===== src/rtl/pipe_pkg.sv =====
// Shared pipeline constants: FSM states, forward encodings and opcode fields.
package pipe_pkg;

  localparam int unsigned REG_ADDR_W = 5;

  typedef enum logic [1:0] {
    ST_IDLE       = 2'd0,
    ST_LOAD_STALL = 2'd1,
    ST_MUL_WAIT   = 2'd2,
    ST_FLUSH      = 2'd3
  } ctrl_state_e;

  localparam logic [1:0] FWD_RF   = 2'b00;
  localparam logic [1:0] FWD_EXDM = 2'b10;
  localparam logic [1:0] FWD_DMWB = 2'b01;

  localparam logic [1:0] ALUOP_RTYPE = 2'b10;
  localparam logic [5:0] FUNCT_ADD   = 6'b100000;
  localparam logic [5:0] FUNCT_SUB   = 6'b100010;
  localparam logic [5:0] FUNCT_MUL   = 6'b000010;

endpackage


===== src/rtl/fwd_unit.sv =====
// Combinational ALU operand forwarding select; EX/DM wins over DM/WB, r0 never forwards.
module fwd_unit
  import pipe_pkg::*;
#(
  parameter int unsigned ADDR_W = REG_ADDR_W
) (
  input  logic [ADDR_W-1:0] id_ex_rs_i,
  input  logic [ADDR_W-1:0] id_ex_rt_i,
  input  logic [ADDR_W-1:0] ex_dm_rd_i,
  input  logic              ex_dm_reg_write_i,
  input  logic [ADDR_W-1:0] dm_wb_rd_i,
  input  logic              dm_wb_reg_write_i,
  output logic [1:0]        forward_a_o,
  output logic [1:0]        forward_b_o
);

  logic exdm_ok;
  logic dmwb_ok;

  assign exdm_ok = ex_dm_reg_write_i && (ex_dm_rd_i != '0);
  assign dmwb_ok = dm_wb_reg_write_i && (dm_wb_rd_i != '0);

  // Priority select per operand
  always_comb begin
    forward_a_o = FWD_RF;
    forward_b_o = FWD_RF;
    if (exdm_ok && (ex_dm_rd_i == id_ex_rs_i))      forward_a_o = FWD_EXDM;
    else if (dmwb_ok && (dm_wb_rd_i == id_ex_rs_i)) forward_a_o = FWD_DMWB;
    if (exdm_ok && (ex_dm_rd_i == id_ex_rt_i))      forward_b_o = FWD_EXDM;
    else if (dmwb_ok && (dm_wb_rd_i == id_ex_rt_i)) forward_b_o = FWD_DMWB;
  end

endmodule


===== src/rtl/ex_hazard_ctrl.sv =====
// EX-stage hazard controller: forwarding, load-use / MUL stalls and branch flushes.
module ex_hazard_ctrl
  import pipe_pkg::*;
#(
  parameter int unsigned REG_ADDR_W   = pipe_pkg::REG_ADDR_W,
  parameter int unsigned MUL_LATENCY  = 4,
  parameter int unsigned FLUSH_CYCLES = 1
) (
  input  logic                  clk,
  input  logic                  reset,
  input  logic [REG_ADDR_W-1:0] if_id_rs,
  input  logic [REG_ADDR_W-1:0] if_id_rt,
  input  logic [REG_ADDR_W-1:0] id_ex_rs,
  input  logic [REG_ADDR_W-1:0] id_ex_rt,
  input  logic [REG_ADDR_W-1:0] id_ex_rd,
  input  logic                  id_ex_mem_read,
  input  logic [1:0]            id_ex_alu_op,
  input  logic [5:0]            id_ex_funct,
  input  logic [REG_ADDR_W-1:0] ex_dm_rd,
  input  logic                  ex_dm_reg_write,
  input  logic [REG_ADDR_W-1:0] dm_wb_rd,
  input  logic                  dm_wb_reg_write,
  input  logic                  branch_taken,
  output logic [1:0]            forward_a,
  output logic [1:0]            forward_b,
  output logic                  stall_flag,
  output logic                  bubble_id_ex,
  output logic                  flush_if_id,
  output logic                  flush_id_ex,
  output logic [1:0]            ctrl_state
);

  localparam int unsigned MUL_W      = (MUL_LATENCY > 2) ? $clog2(MUL_LATENCY) : 1;
  localparam int unsigned FLUSH_W    = (FLUSH_CYCLES > 1) ? $clog2(FLUSH_CYCLES + 1) : 1;
  localparam int unsigned MUL_LOAD   = (MUL_LATENCY >= 2) ? MUL_LATENCY - 2 : 0;
  localparam int unsigned FLUSH_LOAD = (FLUSH_CYCLES >= 1) ? FLUSH_CYCLES - 1 : 0;

  ctrl_state_e        state_q, state_d;
  logic [MUL_W-1:0]   mul_cnt_q, mul_cnt_d;
  logic [FLUSH_W-1:0] flush_cnt_q, flush_cnt_d;
  logic               stall_q, stall_d;
  logic               bubble_q, bubble_d;
  logic               flush_q, flush_d;
  logic               load_use;
  logic               is_mul;
  logic [1:0]         fwd_a_raw;
  logic [1:0]         fwd_b_raw;

  fwd_unit #(.ADDR_W(REG_ADDR_W)) u_fwd (
    .id_ex_rs_i        (id_ex_rs),
    .id_ex_rt_i        (id_ex_rt),
    .ex_dm_rd_i        (ex_dm_rd),
    .ex_dm_reg_write_i (ex_dm_reg_write),
    .dm_wb_rd_i        (dm_wb_rd),
    .dm_wb_reg_write_i (dm_wb_reg_write),
    .forward_a_o       (fwd_a_raw),
    .forward_b_o       (fwd_b_raw)
  );

  // Forward selects read as register file while reset is held
  assign forward_a = reset ? fwd_a_raw : FWD_RF;
  assign forward_b = reset ? fwd_b_raw : FWD_RF;

  assign load_use = id_ex_mem_read && (id_ex_rd != '0) &&
                    ((id_ex_rd == if_id_rs) || (id_ex_rd == if_id_rt));
  assign is_mul   = (id_ex_alu_op == ALUOP_RTYPE) && (id_ex_funct == FUNCT_MUL);

  // Next state, counters and next registered outputs; a branch always preempts a stall
  always_comb begin
    state_d     = state_q;
    mul_cnt_d   = mul_cnt_q;
    flush_cnt_d = flush_cnt_q;
    case (state_q)
      ST_IDLE: begin
        if (branch_taken) begin
          state_d     = ST_FLUSH;
          flush_cnt_d = FLUSH_W'(FLUSH_LOAD);
        end else if (load_use) begin
          state_d = ST_LOAD_STALL;
        end else if (is_mul) begin
          state_d   = ST_MUL_WAIT;
          mul_cnt_d = MUL_W'(MUL_LOAD);
        end
      end
      ST_LOAD_STALL: begin
        if (branch_taken) begin
          state_d     = ST_FLUSH;
          flush_cnt_d = FLUSH_W'(FLUSH_LOAD);
        end else begin
          state_d = ST_IDLE;
        end
      end
      ST_MUL_WAIT: begin
        if (branch_taken) begin
          state_d     = ST_FLUSH;
          flush_cnt_d = FLUSH_W'(FLUSH_LOAD);
          mul_cnt_d   = '0;
        end else if (mul_cnt_q == '0) begin
          state_d = ST_IDLE;
        end else begin
          mul_cnt_d = mul_cnt_q - MUL_W'(1);
        end
      end
      ST_FLUSH: begin
        if (flush_cnt_q == '0) state_d = ST_IDLE;
        else                   flush_cnt_d = flush_cnt_q - FLUSH_W'(1);
      end
      default: state_d = ST_IDLE;
    endcase
    stall_d  = (state_d == ST_LOAD_STALL) || (state_d == ST_MUL_WAIT);
    bubble_d = (state_d == ST_LOAD_STALL);
    flush_d  = (state_d == ST_FLUSH);
  end

  // State, counters and output registers
  always_ff @(posedge clk or negedge reset) begin
    if (!reset) begin
      state_q     <= ST_IDLE;
      mul_cnt_q   <= '0;
      flush_cnt_q <= '0;
      stall_q     <= 1'b0;
      bubble_q    <= 1'b0;
      flush_q     <= 1'b0;
    end else begin
      state_q     <= state_d;
      mul_cnt_q   <= mul_cnt_d;
      flush_cnt_q <= flush_cnt_d;
      stall_q     <= stall_d;
      bubble_q    <= bubble_d;
      flush_q     <= flush_d;
    end
  end

  assign stall_flag   = stall_q;
  assign bubble_id_ex = bubble_q;
  assign flush_if_id  = flush_q;
  assign flush_id_ex  = flush_q;
  assign ctrl_state   = state_q;

endmodule


===== config.mk =====
export PLATFORM = sky130hd
export DESIGN_NAME = ex_hazard_ctrl
export DESIGN_NICKNAME = d
export VERILOG_FILES = /design/src/rtl/pipe_pkg.sv /design/src/rtl/fwd_unit.sv /design/src/rtl/ex_hazard_ctrl.sv
export SDC_FILE = /design/constraint.sdc
export NUM_CORES = 1
export LEC_CHECK = 0
export CORE_UTILIZATION = 37
export CTS_CLUSTER_SIZE = 28
export DETAILED_ROUTE_END_ITERATION = 10
export GPL_TIMING_DRIVEN = 0
export PLACE_DENSITY = 0.86
export SLEW_MARGIN = 0
export SYNTH_ARGS = -nofsm -noshare
export SYNTH_HDL_FRONTEND = slang
export SYNTH_SLANG_ARGS = --single-unit

===== constraint.sdc =====
create_clock -name clk -period 4.4 [get_ports clk]
set_input_delay 0.66 -clock clk [delete_from_list [all_inputs] [get_ports clk]]
set_output_delay 0.66 -clock clk [all_outputs]
set_load 0.005 [all_outputs]

==> results_dict.tcl <==
set metrics [dict create \
    status "complete, no violations" \
    wl_per_cell_um 13.1 \
    power_density_mw_per_mm2 262 \
    synth-xor-area-share 0.325 \
    num_rows 16 \
    overflow 0 \
    grt_max_degree 11 \
    netSwitchingPower_w 0.000133 \
    vias 908 \
    ios 59 \
    fp.dieW_um 48.8 \
    grt_pass1_wl_mm 4.08 \
    drt_iter0_drc 4 \
    clkPwrFrac 0.164 \
    skew_ns 0.00141 \
    cpLargestDelayFamily "buffers and inverters" \
    placed_cell_area_mm2 0.00142 \
    grt_pass1_vias 955 \
    postRouteAntennaNets 0 \
    area_growth_syn_to_layout_pct 79.1 \
    die_y_um 48.8 \
    drive_above_1_share 0.0921 \
    hold_class "register to register" \
    holdBufCountCts 0 \
    combPwrFrac 0.559 \
    layout_commonest_cell "clkdlybuf4s50_1" \
    nets 204 \
    pwr-share-seq 0.278 \
    post-route-util 0.724 \
    clock_path_buffers 2 \
    avgViaCountPerCell 5.07 \
    syn-instance-count 90 \
    yosys.area_share.simple 0.243 \
    die-area_mm2 0.00238 \
    tightest_slew_ns 0.497 \
    clkSinkCount 7 \
    synth_fp_nets 141 \
    intPower_w 0.000247 \
    hold-worst-slack_ns 0.576 \
    cp_cell_sequence "clkdlybuf4s50_1 > o211ai_1 > or4_1 > nor4_2 > clkdlybuf4s50_1" \
    cts_tree "yes" \
    synthMuxAreaShare 0 \
    hold_viol_final 0 \
    power.share.switching 0.349 \
    finalCritPeriodShare 0.794 \
    path_buf_inv 2 \
    antenna_found_initial 0 \
    cp_slowest_cell "clkdlybuf4s50_1" \
    cp_common_cell "clkdlybuf4s50_1" \
    place_congestion 0.886 \
    synth_seq_area_share 0.216 \
    gr-usage-all-layers 0.228 \
    yosysWarnings 0 \
    slew_headroom 0.666 \
    synth_cell_types 29 \
    cts_setup_buffers 0 \
    core_area_mm2 0.00200 \
    synth-adder-area-share 0.0309 \
    syn_area_per_cell_um2 8.99 \
    diodes 0 \
    cts-root-buf "clkbuf_4" \
    required_ns 3.74 \
    hpwl_mm 2.02 \
    worstPathMaxFanout 10 \
    fmax_ghz 0.286 \
    irDropWorstVdd_mv 0.220 \
    setup_tns_ns 0 \
    start_kind "input port" \
    ys_seq_elements 7 \
    synthesis.area_um2 810 \
    final_cell_mix "clkdlybuf4s50_1, xor2_1, dfrtp_1, xnor2_1" \
    setup_viol 0 \
    start_util 0.404 \
    cts.htree.levels 1 \
    critical_path_class "input port to output port" \
    slowest_delay_ns 0.74 \
    synth-compound-area-share 0.153 \
    synth_top_family_by_area "XOR/XNOR gates" \
    numCtsBuffers 3 \
    finalInstanceArea_mm2 0.00145 \
    io_buffers 58 \
    clk_pin_slew_ns 0.05 \
    power.leakage_nw 0.554 \
    drv_slew 0 \
    cp.arrival_ns 2.83 \
    dr.pass1.iters 4 \
    max_cap_viol_count 0 \
    clkLatencyLatePin_ns 0.26 \
    cts_resized 0 \
    endpoint_kind "output port" \
    drc 0 \
    final.fill_count 164 \
    rsz0062_at_grt "false" \
    fin_crit_ns 3.49 \
    wirelength_mm 2.34 \
]
-- cell usage after synthesis --
cell,instances,area share
a211o_1,1,0.011
a211oi_1,5,0.046
a21oi_1,1,0.0062
a22oi_1,2,0.019
and2_2,2,0.019
buf_4,1,0.0093
dfrtp_1,7,0.22
ha_1,2,0.031
inv_1,5,0.023
nand2b_1,1,0.0077
nand3_1,2,0.012
nand3b_1,1,0.0093
nor2_1,5,0.023
nor3_1,3,0.019
nor4_1,2,0.015
nor4_2,3,0.046
nor4b_1,1,0.011
o211ai_1,1,0.0093
o21ai_0,1,0.0062
o21ai_1,1,0.0062
o21ai_2,1,0.011
o21bai_1,2,0.019
o311ai_2,1,0.020
or2_2,2,0.015
or2_4,1,0.011
or3_1,1,0.0077
or4_1,5,0.046
xnor2_1,6,0.065
xor2_1,24,0.26
-- worst paths after layout --
| check | slack (ns) | depth (start not counted) | startpoint | end |
|---|---|---|---|---|
| worst min-delay path | 0.58 | 1 | ctrl_state[1] | flush_id_ex |
| min in group asynchronous | 0.71 | 1 | reset | mul_cnt_q[0] |
| worst min register to register | 0.58 | 1 | ctrl_state[1] | flush_id_ex |
| worst max-delay path | 0.91 | 5 | reset | forward_a[0] |
| worst max register to register | 2.61 | 5 | ctrl_state[0] | stall_flag |
| max in group asynchronous | 3.39 | 1 | reset | stall_flag |
-- power groups by stage --
stage | sequential (W) | combinational (W) | clock, W
after detailed placement | 0.000107 | 0.000213 | 0
after floorplan | 0.000104 | 0.000104 | 0
final | 0.000105 | 0.000212 | 0.0000622
after CTS | 0.000106 | 0.000215 | 0.0000643
after global placement | 0.000104 | 0.000203 | 0
after global routing | 0.000108 | 0.000235 | 0.0000699
-- layer usage --
| metal | vias to the layer above | global-route usage | share of wire |
|---|---|---|---|
| met5 | - | 0 | 0 |
| li1 | 450 | - | - |
| met3 | 4 | 0.0685 | 0.10 |
| met4 | 0 | 0.103 | 0.014 |
| met2 | 60 | 0.435 | 0.52 |
| met1 | 394 | 0.221 | 0.37 |
-- through the flow --
step,power [W],setup WS [ns],cells
floorplan,0.000208,2.06,90
global placement,0.000307,0.888,175
detailed placement,0.000319,0.863,175
CTS,0.000385,0.860,179
global route,0.000413,0.752,179
finish,0.000380,0.905,179
-- final cells by class --
| cell class | instances | area (µm²) | share of cell area |
|---|---|---|---|
| inverter | 5 | 18.8 | 0.0129 |
| multi-input combinational | 77 | 608 | 0.419 |
| clock buffer | 4 | 26.3 | 0.0181 |
| timing repair buffer | 58 | 581 | 0.400 |
| buffer | 1 | 7.51 | 0.00518 |
| sequential | 7 | 175 | 0.121 |
| tap | 27 | 33.8 | 0.0233 |
-- registers in the layout, summed over array words and instances, names as in the netlist --
| name | flops |
|---|---|
| ctrl_state | 2 |
| stall_flag | 1 |
| mul_cnt_q | 2 |
| bubble_id_ex | 1 |
| flush_id_ex | 1 |
-- logic make-up after synthesis --
family,after synthesis
simple gates,29
compound gates,16
buf+inv,6
xor+xnor,30
flops,7
fa+ha+maj,2
-- worst register-to-register path, cell delays in order, from the launching register on --
cell and delay [ns]:
dfrtp_1 0.44, or2_2 0.35, nor4_2 0.41, a211oi_1 0.15, ha_1 0.30, inv_1 0.04
No activity file was read; power rests on OpenSTA's default activity.
